### config.mk
export PLATFORM = sky130hd
export DESIGN_NAME = stage_watchdog
export DESIGN_NICKNAME = d
export VERILOG_FILES = /design/src/rtl/test_seq_pkg.sv /design/src/rtl/stage_watchdog.sv
export SDC_FILE = /design/constraint.sdc
export NUM_CORES = 1
export LEC_CHECK = 0
export ABC_CLOCK_PERIOD_IN_PS = 1800
export BUFFER_PORTS_ARGS = -buffer_cell sky130_fd_sc_hd__buf_2
export CAP_MARGIN = 0
export CELL_PAD_IN_SITES_DETAIL_PLACEMENT = 1
export CELL_PAD_IN_SITES_GLOBAL_PLACEMENT = 1
export CORE_MARGIN = 2
export CORE_UTILIZATION = 42
export CTS_CLUSTER_SIZE = 40
export DETAILED_ROUTE_END_ITERATION = 8
export HOLD_SLACK_MARGIN = 0.1
export PLACE_DENSITY = 0.7
export SYNTH_ARGS = -nofsm -noshare
export SYNTH_HDL_FRONTEND = slang
export SYNTH_SLANG_ARGS = --single-unit
### constraint.sdc
create_clock -name clock -period 1.8 [get_ports clock]
set_clock_uncertainty 0.2 [all_clocks]
set_input_delay 0.27 -clock clock [delete_from_list [all_inputs] [get_ports clock]]
set_output_delay 0.27 -clock clock [all_outputs]
set_load 0.005 [all_outputs]
### src/rtl/test_seq_pkg.sv
// Shared types, result codes and width helper for the test stage sequencer.
package test_seq_pkg;

    typedef enum logic [1:0] {
        ST_SETTLE = 2'd0,
        ST_LAUNCH = 2'd1,
        ST_WAIT   = 2'd2,
        ST_END    = 2'd3
    } state_t;

    localparam logic [1:0] FC_NONE     = 2'd0;
    localparam logic [1:0] FC_CHECK    = 2'd1;
    localparam logic [1:0] FC_TIMEOUT  = 2'd2;
    localparam logic [1:0] FC_SPURIOUS = 2'd3;

    // Number of bits needed to hold values 0 .. value-1.
    function automatic int unsigned clog2(input int unsigned value);
        int unsigned w;
        w = 0;
        for (int unsigned i = 0; i < 32; i++) begin
            if ((64'd1 << i) < 64'(value)) begin
                w = i + 1;
            end
        end
        return w;
    endfunction

endpackage

### src/rtl/stage_watchdog.sv
// Clearable saturating up-counter; expired is high once the count reaches TIMEOUT-1.
module stage_watchdog
    import test_seq_pkg::*;
#(
    parameter int unsigned TIMEOUT = 1024
) (
    input  logic clock,
    input  logic reset,
    input  logic clear,
    input  logic enable,
    output logic expired
);

    localparam int unsigned W = clog2(TIMEOUT);
    localparam logic [W-1:0] LAST = W'(TIMEOUT - 1);
    localparam logic [W-1:0] PRE_LAST = W'(TIMEOUT - 2);

    logic [W-1:0] count;

    // Count while enabled, stop at the last value so the counter never wraps.
    always_ff @(posedge clock) begin
        if (reset || clear) begin
            count   <= '0;
            expired <= 1'b0;
        end else if (enable && (count != LAST)) begin
            count   <= count + W'(1);
            expired <= (count == PRE_LAST);
        end
    end

endmodule

* Word-level counts from Yosys, hierarchy flattened *
Index checks and enable logic that the tools add are counted.

operators by class
  add/sub/neg operators = 1
  equal/unequal tests = 2
  reductions and logical operators = 2

operators by type and width
  kind                                                             number
  10-bit by 1-bit adder with 10-bit output, second input constant  1
  10-bit == test, second input constant                            1
  10-bit inequality test, second input constant                    1
  1-bit logical AND                                                1
  1-bit logical OR                                                 1

word-level totals
  bits in registers = 11
  output and inout bits = 1
  logic and storage cells = 7

* Logic depth before layout (Yosys ltp) *
Gate-level depths: netlist of run 1.

  depth in word-level cells = 2
  mapped depth = 6
  gate-level depth less buffers = 5

* Worst setup path after synthesis of run 1 *
Ideal clock, no wire load.

  kind = reg2reg
  from = register count[1]
  to = register count[0]
  arrival = 1.232 ns
  required time = 1.483 ns
  slack = 0.251 ns
  cell stages (with the launch flop) = 7
  clock period less this slack = 1.549 ns
  cell sequence = dfxtp_1 > ha_1 > buf_6 > inv_1 > o41ai_2 > xnor2_1 > nor2_1

between the ends
  word-level cells in the longest chain between the ends = 2

ends and longest elaborated chain
  element                 line                  text
  from (decl)             stage_watchdog.sv:18  logic [W-1:0] count;
  from (signal assigned)  stage_watchdog.sv:26  count <= count + W'(1);
  10-bit inequality test  stage_watchdog.sv:25  end else if (enable && (count != LAST)) begin
  1-bit logical AND       stage_watchdog.sv:25

Every way passes these cells.
A chain may end at the register's enable or synchronous reset.

* Worst setup path in the final report of run 1 *
Ends and elaborated chain as after synthesis.

==> results.yml, run 1 <==
final_layout:
  num_antenna_cells: 0
  drive_above_1_share_pct: 22.78
  nNetsFinal: 86
  syn2layout_area_growth_pct: 8.219
  stdcell_area_sq_um: 691.9
  final_util_pct: 47.02
power:
  pwr-share-clk_pct: 39.2
  comb_power_share_pct: 5.3
  power_switching_w: 0.0001049
  p_sw_share_pct: 23.50
  p_per_area_nw_per_um2: 645.3
  finalPower_w: 0.0004465
  ir_drop_mv: 0.3701
  pwr-share-seq_pct: 55.4
  internal-power_w: 0.0003416
  p_leak_nw: 0.2396
yosys:
  synthMostInstantiatedCell: "dfxtp_1"
  yosysWarningCount: 0
  yosys.area.top_type: "dfxtp_1"
  synth_edf_count: 0
  ys_seq_area_share_pct: 34.44
  yosysTopAreaCellShare_pct: 34.44
  synth_common_cells: "11 x dfxtp_1, 7 x nor2_1, 5 x nand3_1, 4 x nand2_1, 4 x nand4_1"
  syn-cell-area_sq_um: 639.4
  synthTopCellsByArea: "dfxtp_1 34%, mux2i_1 4.7%, nor2_1 4.1%"
  ys_seq_elements: 11
  syn-num-nets: 79
  ys_types: 32
  syn_inst: 73
  syn_area_per_cell_sq_um: 8.758
  synthFlopType: "dfxtp_1"
  synthArstFlopShare_pct: 0
detailed_routing:
  wl_per_cell_um: 14.64
  ant_nets: 0
  drtIter0Drc: 8
  drcViolationCount: 0
  dr.pass1.iters: 4
  vias: 564
  wirelength_um: 1391
  vias_per_cell: 5.937
grt:
  top_usage_layer: "met1"
  grt_first_pass_wirelength_um: 2484
  gr-usage-met2_pct: 26.06
  grtUsageTotal_pct: 18.11
  first_global_vias: 538
  grt_max_degree: 12
  gr-usage-met1_pct: 26.11
  grt_overflow: 0
  antenna_found_initial: 0
  globalRouteMet3Util_pct: 3.830
clock_tree:
  clkSlewWorstSetupHoldPaths_ns: 0.08
  hold_buffers: 0
  cts_buffers: 3
  cts-root-buf: "clkbuf_4"
  cts_setup_buffers: 0
  cts_sinks: 11
  cts_max_level: 1
  cts_tree: "built"
  clockBufferDepth: 2
  clock_latency_ns: 0.27
run:
  maxCapViolCount: 0
critical_path:
  crit_fanout: 6
  crit_required_ns: 1.77
  arrival_ns: 1.61
  slowest_stage: "dfxtp_1"
  slowest_delay_ns: 0.40
  end_kind: "flip-flop"
  critPathTopFamily: "flip-flops"
  cp-start-kind: "flip-flop"
  crit_buf_inv: 1
  cp_cell_sequence: "ha_2 -> inv_1 -> o41ai_2 -> xnor2_1 -> nor2_1"
  reg2reg_slack_ns: 0.16
  crit_type: "reg2reg"
sta:
  finalHoldViolations: 0
  finalSetupViolCount: 0
  slew_headroom_pct: 75.30
  maxSlewViolCount: 0
  rsz0062_at_grt: "no"
  clock.fmax_ghz: 0.6084
  min_period_ns: 1.644
  worstMarginPinSlew_ns: 0.3676
  fin_setup_tns_ns: 0
  period_share_pct: 91.31
floorplanning:
  core_sq_um: 1471
  die_y_um: 43.02
  fp.dieW_um: 43.02
  io_pins: 5
  num_rows: 14
  die_area_sq_um: 1850
  initial_utilization_pct: 43.45
status:
  status: "completed"
worst_hold_path:
  hp-class: "in2reg"
placed_design:
  port-buffer-count: 4
  post-dp-hpwl_um: 996.3
  place_congestion: 0.8451
  place_area_sq_um: 661.9
[final timing paths]
kind	start	to	cells after the start
worst max-delay path	count[1]$_SDFFE_PP0P_	count[0]$_SDFFE_PP0P_	5
worst max register to register	count[1]$_SDFFE_PP0P_	count[0]$_SDFFE_PP0P_	5
worst min-delay path	enable	count[0]$_SDFFE_PP0P_	4
worst min register to register	expired$_SDFFE_PP0P_	expired$_SDFFE_PP0P_	2
[routing by layer]
metal  wire length [um]  part of all wire (%)
met1                693                    50
met2                634                    46
met3                 52                   3.7
met4                 11                  0.79
met5                  0                     0
[worst min-delay path: stages]
cell and delay, ns:
buf_2 0.16, o41ai_2 0.07, xnor2_1 0.07, nor2_1 0.07
[through the flow]
stage          setup slack [ns]  hold WS [ns]  instances
2_1_floorplan            0.2508        0.2465         73
3_3_place_gp             0.2022        0.2900         91
3_5_place_dp             0.1296        0.2920         91
4_1_cts                  0.1032        0.1901         95
5_1_grt                 0.01580        0.2414         95
6_report                 0.1563        0.2013         95
[registers in the layout, indices dropped and copies added, names as in the netlist]
register / count
count: 10
expired: 1
[power by group through the flow]
stage / Sequential [W] / Clock, W / Combinational [W]
floorplan: 0.000252 / 0 / 0.0000196
global placement: 0.000253 / 0 / 0.0000232
detailed placement: 0.000253 / 0 / 0.0000237
CTS: 0.000247 / 0.000186 / 0.0000242
global route: 0.000248 / 0.000189 / 0.0000276
finish: 0.000247 / 0.000175 / 0.0000239
[logic make-up after synthesis]
kind of cell,share of synthesized area [%]
muxes,4.697
DFF,34.44
and+or+nand+nor,33.47
buffers and inverters,6.849
xor gates and xnor gates,4.110
AOI/OAI and AO/OA,12.52
adders and majority gates,3.913
[area by class of cell]
class	instances	area (sq um)
Fill cell	192	779.5
Multi-Input combinational cell	55	379.1
Sequential cell	11	220.2
Timing Repair Buffer	6	35.03
Clock buffer	4	26.28
Tap cell	16	20.02
Inverter	3	11.26
[timing repair]
item | 4_1_cts | 5_1_grt
setup endpoints to repair | 0 | 2
gates resized for setup | 0 | 2
endpoints found under the hold margin | 0 | 0
[layout by cell type, fill, tap and decap left out]
cell type	Yosys	final
clkbuf_1	0	1
xnor2_1	1	1
nand4_1	4	4
o21ai_0	1	1
nand3_1	5	5
and4_2	0	1
and3_1	1	1
nand2b_1	1	1
nand3_2	1	1
buf_2	2	4
a31oi_1	3	3
and3_2	1	1
ha_1	2	1
inv_1	3	3
and2_1	1	1
dfxtp_1	11	11
mux2i_1	3	3
a41oi_1	1	1
nor3b_1	1	1
or3b_1	1	1
or2_2	1	1
and4_1	2	1
clkbuf_4	0	3
a211oi_1	1	1
buf_4	0	2
xor2_1	2	2
a31o_2	1	1
nand3_4	1	1
nand2_1	4	4
a21oi_1	3	3
ha_2	0	1
nor4_1	1	1
and2_2	1	1
nor3_1	3	3
nor2_1	7	7
o41ai_2	1	1
Note: power is estimated with default switching activity, not from simulation.
==> run 2, diff against run 1 <==
CTS_BUF_LIST = sky130_fd_sc_hd__clkbuf_16   (was unset)
==> run 2 against run 1 <==
Against the previous run: critical endpoint is now count[1]$_SDFFE_PP0P_; global-route usage up 2.2 points; total power up 52%; core utilization up 3.7 points; count of clock-buffer cells in the layout down 1; design area up 7.8%; highest routed layer unchanged; largest cell class unchanged.
==> results.yml, run 2 (same netlist as run 1, synthesis figures left out) <==
status:
  status: "completed"
critical_path:
  rr_startpoint: "count[0]$_SDFFE_PP0P_"
  crit_cells: 4
  cp_cell_sequence: "inv_1 -> ha_1 -> or3b_1 -> a31oi_1"
  rr_worst_depth: 4
  crit_start: "count[0]$_SDFFE_PP0P_"
  slowest_stage: "or3b_1"
  slowest_delay_ns: 0.38
  reg2reg_slack_ns: 0.16
  arrival_ns: 1.59
  crit_fanout: 3
  end_kind: "flip-flop"
  crit_path_end: "count[1]$_SDFFE_PP0P_"
  cp-start-kind: "flip-flop"
  crit_buf_inv: 1
  crit_type: "reg2reg"
  crit_required_ns: 1.75
  timing.rr.end: "count[1]$_SDFFE_PP0P_"
  critPathTopFamily: "simple AND/OR/NAND/NOR gates"
final_layout:
  stdcell_area_sq_um: 745.7
  register_area_sq_um: 221.5
  mostFrequentLayoutCells: "10 x dfxtp_1, 7 x nor2_1, 5 x nand3_1"
  mostFrequentLayoutCell: "dfxtp_1"
  final_util_pct: 50.68
  multiInputGateArea_sq_um: 379.1
  largest_register_ffs: 10
  num_antenna_cells: 0
  largest_registers: "count: 10 flops, expired: 1 flops"
  fill_cells: 187
  nNetsFinal: 86
  syn2layout_area_growth_pct: 16.63
  largest-register: "count"
  drive_above_1_share_pct: 24.05
grt:
  grt_overflow: 0
  grt_first_pass_wirelength_um: 2663
  grtUsageTotal_pct: 20.30
  grt_max_degree: 12
  antenna_found_initial: 0
  first_global_vias: 551
clock_tree:
  cts_sinks: 11
  cts_tree: "built"
  cts-root-buf: "clkbuf_16"
  cts_buffers: 3
  hold_buffers: 0
  clock_latency_ns: 0.24
  clockBufferDepth: 2
  clkSlewWorstSetupHoldPaths_ns: 0.04
  cts_max_level: 1
sta:
  fin_ws_ns: 0.1640
  finalSetupViolCount: 0
  period_share_pct: 90.89
  min_period_ns: 1.636
  maxSlewViolCount: 0
  slew_headroom_pct: 75.20
  clock.fmax_ghz: 0.6113
  worstMarginPinSlew_ns: 0.3692
  finalHoldViolations: 0
  rsz0062_at_grt: "no"
  fin_setup_tns_ns: 0
power:
  p_sw_share_pct: 18.93
  power_switching_w: 0.0001283
  internal-power_w: 0.0005493
  comb_power_share_pct: 3.7
  p_per_area_nw_per_um2: 908.7
  p_leak_nw: 0.2674
  ir_drop_mv: 0.6565
  pwr-share-seq_pct: 36.8
  pwr-share-clk_pct: 59.5
detailed_routing:
  vias: 566
  wl_per_cell_um: 15.69
  drcViolationCount: 0
  dr.pass1.iters: 4
  drtIter0Drc: 5
  vias_per_cell: 5.958
  ant_nets: 0
  wirelength_um: 1491
floorplanning:
  fp.dieW_um: 43.02
  initial_utilization_pct: 43.45
  num_rows: 14
  die_y_um: 43.02
  io_pins: 5
  core_sq_um: 1471
  die_area_sq_um: 1850
worst_hold_path:
  hp-start: "enable"
  hp-class: "in2reg"
placed_design:
  post-dp-hpwl_um: 996.3
  port-buffer-count: 4
  place_ws_ns: 0.1296
  place_congestion: 0.8451
  place_area_sq_um: 661.9
run:
  maxCapViolCount: 0
==> run 2: cell types whose count changed in the layout (fill, tap and decap cells not counted), sizes merged <==
cell	delta
clkbuf	-1
inv	+1
==> run 2: worst min-delay path: stages <==
cell and delay, ns:
buf_2 0.16, o41ai_2 0.07, xnor2_1 0.07, nor2_1 0.07
==> run 2: worst min-delay path by stage <==
stage / slack, ns / cells past startpoint / endpoint
global placement: 0.29 / 2 / expired$_SDFFE_PP0P_
global route: 0.27 / 4 / count[0]$_SDFFE_PP0P_
floorplan: 0.25 / 2 / count[8]$_SDFFE_PP0P_
detailed placement: 0.29 / 2 / expired$_SDFFE_PP0P_
finish: 0.25 / 4 / count[0]$_SDFFE_PP0P_
CTS: 0.25 / 4 / count[0]$_SDFFE_PP0P_
==> run 2: power by group through the flow <==
stage	registers, W	logic [W]	clock network [W]
floorplan	0.000252	0.0000196	0
global placement	0.000253	0.0000232	0
detailed placement	0.000253	0.0000237	0
CTS	0.000249	0.0000253	0.000418
global route	0.000249	0.0000282	0.000422
finish	0.000249	0.0000248	0.000404
==> run 2: what timing repair did <==
action,CTS,global route
setup buffers,0,0
gates resized for setup,0,3
endpoints found under the setup margin,0,3
==> run 2: final cells by class <==
type,instances,area share [%]
clock buffer,3,10.07
clock inverter,1,0.5034
sequential,11,29.70
multi-input combinational,55,50.84
tap,16,2.685
inverter,3,1.510
timing repair buffer,6,4.698
==> run 2: through the flow <==
step	hold WS, ns	cells	total power, W
4_1_cts	0.2466	95	0.0006923
3_5_place_dp	0.2920	91	0.0002768
6_report	0.2459	95	0.0006776
2_1_floorplan	0.2465	73	0.0002720
5_1_grt	0.2718	95	0.0007000
3_3_place_gp	0.2900	91	0.0002760
==> run 2: metal layers <==
layer  vias to the layer above  share of wire, %  GRT usage [%]
met3                         4               3.5          6.383
met4                         0               1.7          10.91
met1                       276                48          26.89
met2                         8                46          29.09
li1                        278                 -              -
met5                         -                 0              0
==> run 3, diff against run 2 <==
CORE_UTILIZATION = 25   (was 42)
PLACE_DENSITY = 0.45   (was 0.7)
==> run 3 against run 2 <==
Against the previous run: global-route usage down 6.9 points; core utilization down 19 points; wire length up 2.2%; design area up 4.7%; clock power up 2%; critical path depth up 1; flip-flop and latch count unchanged; first-iteration DRC count up 40%; fmax up 0.38%; total power up 1.1%; sequential power about the same; critical path type unchanged; critical endpoint is now count[0]$_SDFFE_PP0P_.
==> results.yml, run 3 (same netlist as run 1, synthesis figures left out) <==
detailed_routing:
  wl_per_cell_um: 13.61
  dr.pass1.iters: 4
  wirelength_um: 1524
  drcViolationCount: 0
  ant_nets: 0
  vias_per_cell: 5.152
  vias: 577
  drtIter0Drc: 7
final_layout:
  largest_registers: "count: 10 flops, expired: 1 flops"
  mostFrequentLayoutCell: "dfxtp_1"
  largest-register: "count"
  mostFrequentLayoutCells: "11 x dfxtp_1, 7 x nor2_1, 5 x nand3_1, 5 x buf_4"
  largest_register_ffs: 10
  nNetsFinal: 89
  drive_above_1_share_pct: 23.17
  num_antenna_cells: 0
  stdcell_area_sq_um: 780.7
  syn2layout_area_growth_pct: 22.11
worst_hold_path:
  hp-class: "in2reg"
  hold_depth: 4
sta:
  min_period_ns: 1.630
  rsz0062_at_grt: "no"
  maxSlewViolCount: 0
  fin_ws_ns: 0.1702
  worstMarginPinSlew_ns: 0.3370
  clock.fmax_ghz: 0.6136
  finalSetupViolCount: 0
  finalHoldViolations: 0
  slew_headroom_pct: 77.36
  fin_setup_tns_ns: 0
  period_share_pct: 90.54
critical_path:
  critPathTopFamily: "compound AO/OA/AOI/OAI gates"
  slowest_delay_ns: 0.38
  cp-start-kind: "flip-flop"
  slowest_stage: "o41ai_2"
  arrival_ns: 1.56
  crit_fanout: 6
  crit_buf_inv: 1
  rr_worst_depth: 5
  cp_cell_sequence: "ha_1 -> inv_1 -> o41ai_2 -> xnor2_1 -> nor2_1"
  crit_required_ns: 1.73
  crit_type: "reg2reg"
  end_kind: "flip-flop"
  crit_cells: 5
clock_tree:
  cts_setup_buffers: 0
  hold_buffers: 0
  clkSlewWorstSetupHoldPaths_ns: 0.04
  cts-root-buf: "clkbuf_16"
  clockBufferDepth: 2
  ctsResizeCount: 0
  cts_tree: "built"
  cts_max_level: 1
  cts_buffers: 3
  cts_sinks: 11
  clock_latency_ns: 0.24
placed_design:
  place_area_sq_um: 701.9
  port-buffer-count: 4
  place_congestion: 0.6958
  post-dp-hpwl_um: 1142
  place_ws_ns: 0.1489
power:
  p_leak_nw: 0.2861
  p_per_area_nw_per_um2: 877.3
  finalPower_w: 0.0006849
  ir_drop_mv: 0.3849
floorplanning:
  num_rows: 18
  io_pins: 5
  die_area_sq_um: 2978
  initial_utilization_pct: 26.04
  fp.dieW_um: 54.57
  core_sq_um: 2455
  die_y_um: 54.57
grt:
  grtUsageTotal_pct: 13.36
  grt_max_degree: 12
  antenna_found_initial: 0
  grt_first_pass_wirelength_um: 2622
  grt_overflow: 0
  first_global_vias: 549
status:
  status: "completed"
run:
  maxCapViolCount: 0
## run 3: cell count changes in the layout (fill, tap and decap cells not counted), sizes merged
| cell | delta |
|---|---|
| buf | +3 |
## run 3: final timing paths
| check | start | to | slack, ns |
|---|---|---|---|
| max | count[0]$_SDFFE_PP0P_ | count[0]$_SDFFE_PP0P_ | 0.17 |
| min | enable | count[0]$_SDFFE_PP0P_ | 0.23 |
| max reg2reg | count[0]$_SDFFE_PP0P_ | count[0]$_SDFFE_PP0P_ | 0.17 |
| min reg2reg | expired$_SDFFE_PP0P_ | expired$_SDFFE_PP0P_ | 0.30 |
## run 3: layout make-up
cell class	instances	area, sq um
Inverter	3	11.26
Clock buffer	3	75.07
Multi-Input combinational cell	55	375.4
Clock inverter	1	3.754
Fill cell	304	1674
Tap cell	30	37.54
Sequential cell	11	220.2
Timing Repair Buffer	9	57.56
## run 3: power by group
part,switching [W],internal (W)
clock,0.000119,0.000292
combinational,0.0000137,0.0000114
sequential,0.00000140,0.000247
total,0.000134,0.000551
## run 3: worst register-to-register path: stages, from the launching register on
cell	delay [ns]
dfxtp_1	0.34
ha_1	0.27
inv_1	0.12
o41ai_2	0.38
xnor2_1	0.16
nor2_1	0.05
## run 3: metrics by stage
| step | std cells | util [%] | hold WS (ns) |
|---|---|---|---|
| 2_1_floorplan | 73 | - | 0.2465 |
| 3_3_place_gp | 108 | 28.59 | 0.2799 |
| 3_5_place_dp | 108 | 28.59 | 0.2860 |
| 4_1_cts | 112 | 31.80 | 0.2291 |
| 5_1_grt | 112 | 31.80 | 0.2659 |
| 6_report | 112 | 31.80 | 0.2285 |
## run 3: per-layer routing
metal,GRT usage [%],vias to the layer above,wire (um)
met4,10.00,0,45
met5,0,-,0
met3,4.098,5,48
li1,-,286,-
met1,15.50,279,677
met2,20.48,7,753
